===== config.mk =====
export PLATFORM = sky130hd
export DESIGN_NAME = riscv_test_monitor
export DESIGN_NICKNAME = d
export VERILOG_FILES = /design/src/rtl/riscv_test_monitor.sv
export SDC_FILE = /design/constraint.sdc
export NUM_CORES = 1
export LEC_CHECK = 0
export BUFFER_PORTS_ARGS = -buffer_cell sky130_fd_sc_hd__clkbuf_2
export CORE_MARGIN = 1.5
export CORE_UTILIZATION = 25
export DETAILED_ROUTE_END_ITERATION = 7
export SETUP_SLACK_MARGIN = 0.1
export SYNTH_ARGS = -nofsm -noshare
export SYNTH_HDL_FRONTEND = slang
export SYNTH_SLANG_ARGS = --single-unit
export TNS_END_PERCENT = 30

===== constraint.sdc =====
create_clock -name clk -period 3.14 [get_ports clk]
set_input_delay 0.628 -clock clk [delete_from_list [all_inputs] [get_ports clk]]
set_output_delay 0.628 -clock clk [all_outputs]
set_load 0.05 [all_outputs]

===== src/rtl/riscv_test_monitor.sv =====
// End-of-test monitor: shadows done/pass/testnum registers from the write-back port
// and issues a registered pass/fail/timeout verdict. Optional macro: TEST_MON_WRCNT_EN.
module riscv_test_monitor #(
  parameter int unsigned XLEN           = 32,
  parameter int unsigned DONE_REG       = 26,
  parameter int unsigned PASS_REG       = 27,
  parameter int unsigned TNUM_REG       = 3,
  parameter int unsigned DONE_VALUE     = 1,
  parameter int unsigned PASS_VALUE     = 1,
  parameter int unsigned SETTLE_CYCLES  = 10,
  parameter int unsigned TIMEOUT_CYCLES = 500,
  parameter int unsigned CNT_W          = 32
) (
  input  logic             clk,
  input  logic             rst,
  input  logic             wb_en,
  input  logic [4:0]       wb_addr,
  input  logic [XLEN-1:0]  wb_data,
  output logic             mon_done,
  output logic             mon_pass,
  output logic             mon_fail,
  output logic             mon_timeout,
  output logic [XLEN-1:0]  fail_testnum,
  output logic [CNT_W-1:0] cycle_count,
  output logic [CNT_W-1:0] wr_count
);

  localparam int unsigned SET_W = (SETTLE_CYCLES > 1) ? $clog2(SETTLE_CYCLES) : 1;
  localparam logic [SET_W-1:0] SETTLE_LOAD = SET_W'(SETTLE_CYCLES - 1);
  localparam logic [CNT_W-1:0] TIMEOUT_LAST = CNT_W'(TIMEOUT_CYCLES - 1);

  typedef enum logic [2:0] {
    ST_RUN,
    ST_SETTLE,
    ST_PASS,
    ST_FAIL,
    ST_TIMEOUT
  } state_t;

  state_t           state, state_n;
  logic [SET_W-1:0] settle_cnt, settle_n;
  logic [XLEN-1:0]  done_sh, pass_sh, tnum_sh;
  logic [XLEN-1:0]  tnum_merged;
  logic             live;
  logic             wr_hit;

  assign live   = (state == ST_RUN) || (state == ST_SETTLE);
  assign wr_hit = wb_en && (wb_addr != 5'd0);

  // Testnum as it will be after this edge, so a same-cycle write is captured.
  assign tnum_merged = (live && wr_hit && (wb_addr == 5'(TNUM_REG))) ? wb_data : tnum_sh;

  always_comb begin
    state_n  = state;
    settle_n = settle_cnt;
    case (state)
      ST_RUN: begin
        if (done_sh == XLEN'(DONE_VALUE)) begin
          state_n  = ST_SETTLE;
          settle_n = SETTLE_LOAD;
        end else if ((TIMEOUT_CYCLES != 0) && (cycle_count == TIMEOUT_LAST)) begin
          state_n = ST_TIMEOUT;
        end
      end
      ST_SETTLE: begin
        if (settle_cnt == '0) begin
          state_n = (pass_sh == XLEN'(PASS_VALUE)) ? ST_PASS : ST_FAIL;
        end else begin
          settle_n = settle_cnt - 1'b1;
        end
      end
      default: ;
    endcase
  end

  always_ff @(posedge clk) begin
    if (rst) begin
      state        <= ST_RUN;
      settle_cnt   <= '0;
      done_sh      <= '0;
      pass_sh      <= '0;
      tnum_sh      <= '0;
      cycle_count  <= '0;
      mon_done     <= 1'b0;
      mon_pass     <= 1'b0;
      mon_fail     <= 1'b0;
      mon_timeout  <= 1'b0;
      fail_testnum <= '0;
    end else begin
      state      <= state_n;
      settle_cnt <= settle_n;
      if (live) begin
        if (wr_hit) begin
          if (wb_addr == 5'(DONE_REG)) done_sh <= wb_data;
          if (wb_addr == 5'(PASS_REG)) pass_sh <= wb_data;
          if (wb_addr == 5'(TNUM_REG)) tnum_sh <= wb_data;
        end
        // The verdict edge itself does not count, so the count freezes on entry.
        if ((state_n == ST_RUN || state_n == ST_SETTLE) && (cycle_count != '1)) begin
          cycle_count <= cycle_count + 1'b1;
        end
        case (state_n)
          ST_PASS: begin
            mon_done <= 1'b1;
            mon_pass <= 1'b1;
          end
          ST_FAIL: begin
            mon_done     <= 1'b1;
            mon_fail     <= 1'b1;
            fail_testnum <= tnum_merged;
          end
          ST_TIMEOUT: begin
            mon_done     <= 1'b1;
            mon_timeout  <= 1'b1;
            fail_testnum <= tnum_merged;
          end
          default: ;
        endcase
      end
    end
  end

`ifdef TEST_MON_WRCNT_EN
  logic [CNT_W-1:0] wr_cnt_q;

  always_ff @(posedge clk) begin
    if (rst) begin
      wr_cnt_q <= '0;
    end else if (live && wr_hit && (wr_cnt_q != '1)) begin
      wr_cnt_q <= wr_cnt_q + 1'b1;
    end
  end

  assign wr_count = wr_cnt_q;
`else
  assign wr_count = '0;
`endif

endmodule


==> flow_metrics.tcl <==
set metrics [dict create \
    outcome "completed" \
    multi_input_area_sq_um 3130 \
    antenna_cells 0 \
    cp_num_buf_inv 0 \
    synthTopCellsByCount "171 x dfxtp_1, 142 x nand2_1, 89 x nor2_1" \
    grt_pass1_wl_um 28700 \
    crit_arrival_ps 3170 \
    fp.dieH_um 169 \
    cpMaxStageDelayCell "or4_1" \
    rows 60 \
    num_io_pins 140 \
    grt_overflow 0 \
    antenna_found_initial 1 \
    synthArstFlopShare_pct 0 \
    grt_max_degree 81 \
    netlist_instances 800 \
    dr.pass1.iters 5 \
    ys_seq_area_share_pct 49.8 \
    rsz0062_at_grt "no" \
    worstSetupPathType "flip-flop to flip-flop" \
    area_delta_synth_final_pct 21.8 \
    fillers 2889 \
    via_count 5777 \
    slew_headroom_pct 27.3 \
    max_slew.worst_pin.slew_ps 1090 \
    fin_skew_ps 16.1 \
    cp-end-kind "flip-flop" \
    gp_congestion 0.810 \
    avgSynthCellArea_sq_um 8.60 \
    synth_area_sq_um 6880 \
    ys_types 47 \
    grt_pass1_vias 5371 \
    hpwl_um 12500 \
    peakVddDrop_mv 0.344 \
    cap_viol_max_count 0 \
    viasPerCell 4.63 \
    clock_sinks 171 \
    hold_buffers 0 \
    route.detailed.drc 0 \
    cp_max_fo 8 \
    initial_utilization_pct 25.5 \
    antenna_left 0 \
    ys_warn_count 0 \
    cts_tree "yes" \
    drt-total-wl_um 17800 \
    cpLargestDelayFamily "simple AND/OR/NAND/NOR gates" \
    synthTopCellsByArea "dfxtp_1 50%, nand2_1 7.7%, a21oi_1 6.3%" \
    die_area_sq_um 28500 \
    synth-seq-cells 171 \
    timing.fmax_ghz 0.356 \
    yosysMostFrequentCell "dfxtp_1" \
    power.leakage_nw 3.31 \
    port_buffers 107 \
    hold_viol 0 \
    regArea_sq_um 3420 \
    synth_top_area_share_pct 49.8 \
    htree_num_levels 4 \
    drv_slew 0 \
    wl_per_cell_um 14.3 \
    cts.clk_slew.worst_paths_ps 80 \
    required_ps 3500 \
    p_total_w 0.00472 \
    cts_inserted_buffers 17 \
    drtIter0Drc 349 \
    power.density_nw_per_um2 563 \
    synth.largest_area_cell "dfxtp_1" \
    grt_use_total_pct 12.8 \
    fin_crit_ps 2810 \
    cp_slowest_stage_delay_ps 680 \
    dieWidth_um 169 \
    ys.flop_type "dfxtp_1" \
    drive_gt1_share_pct 19.7 \
    clockBufferDepth 2 \
    fp.coreArea_sq_um 27000 \
    fin_setup_tns_ps 0 \
    start_kind "flip-flop" \
    path_cells "ha_1, nand3_2, or4_4, or4_1, or4_1, a21oi_1" \
    clk_latency_ps 440 \
    fin_crit_sh_pct 89.6 \
    clockRootBuffer "clkbuf_16" \
    synth_edf_count 0 \
    setup_viol 0 \
    min_path_type "input port to flip-flop" \
    cp_common_cell "or4_1" \
    layout.nets 937 \
]
[area by class of cell]
class	count	area share, %
tap	341	5.09
clock buffer	18	5.24
sequential	171	40.8
timing repair buffer	126	8.72
inverter	7	0.314
clock inverter	14	2.40
multi-input combinational	571	37.4
[tightest hold or removal path: cells and delay by family]
kind,cells,cell delay [ps]
AOI/OAI and AO/OA,1,50
buffers and inverters,1,100
and+or+nand+nor,1,60
[routing by layer]
| metal | GRT usage, % | part of all wire, % |
|---|---|---|
| met1 | 17.4 | 48 |
| met2 | 20.0 | 45 |
| met3 | 3.06 | 5.0 |
| met4 | 4.19 | 1.5 |
| met5 | 0 | 0.073 |
[path summary, 6_finish.rpt]
path              cells past startpoint  slack, ps           start               to
setup / recovery                      6        330  cycle_count[0]  cycle_count[30]
hold / removal                        3        450      wb_data[5]       done_sh[5]
setup reg to reg                      6        330  cycle_count[0]  cycle_count[30]
hold reg to reg                       2        450     mon_timeout      mon_timeout
[state kept, by name (all words and copies together) (netlist names)]
signal        flops
mon_pass          1
tnum_sh          32
state             3
fail_testnum     32
pass_sh          32
mon_fail          1
mon_done          1
cycle_count      32
settle_cnt        4
mon_timeout       1
done_sh          32
[cell usage in the layout, fill, tap and decap left out, types with 18 or more instances in the layout]
cell / netlist / routed
a21oi_1: 87 / 87
conb_1: 1 / 32
dfxtp_1: 171 / 171
nor4_1: 22 / 21
nand4_1: 18 / 18
clkbuf_2: 1 / 106
nor2_1: 89 / 88
a211oi_1: 33 / 33
mux2i_1: 33 / 33
nand2_1: 142 / 142
[through the flow]
step	std cells	instance area [sq um]	hold WS [ps]	setup slack, ps	util (%)
6_report	1248	8380	449	328	31.1
5_1_grt	1248	8380	442	135	31.1
4_1_cts	1246	8360	430	150	31.0
3_5_place_dp	1214	7720	443	201	28.6
3_3_place_gp	1214	7720	439	205	28.6
2_1_floorplan	831	7000	431	167	-
[power by group]
part | switching [W] | internal [W]
Combinational | 0.000216 | 0.0000547
Clock | 0.00101 | 0.00124
Sequential | 0.0000121 | 0.00218
Total | 0.00124 | 0.00348
[cell families after synthesis]
logic type               count (synthesis)  share of synthesized area, %
AND/OR/NAND/NOR                        344                          23.9
flip-flops                             171                          49.8
AO/OA/AOI/OAI                          144                          12.3
buffers and inverters                   89                          6.73
multiplexers                            33                          4.80
XOR/XNOR                                15                          1.91
adder cells (fa/ha/maj)                  3                         0.546
other                                    1                        0.0545
[timing repair]
item	in CTS	in global routing
buffers inserted	0	2
resized for setup	0	1
endpoints found under the setup margin	0	23
(Power assumes the default switching activity.)
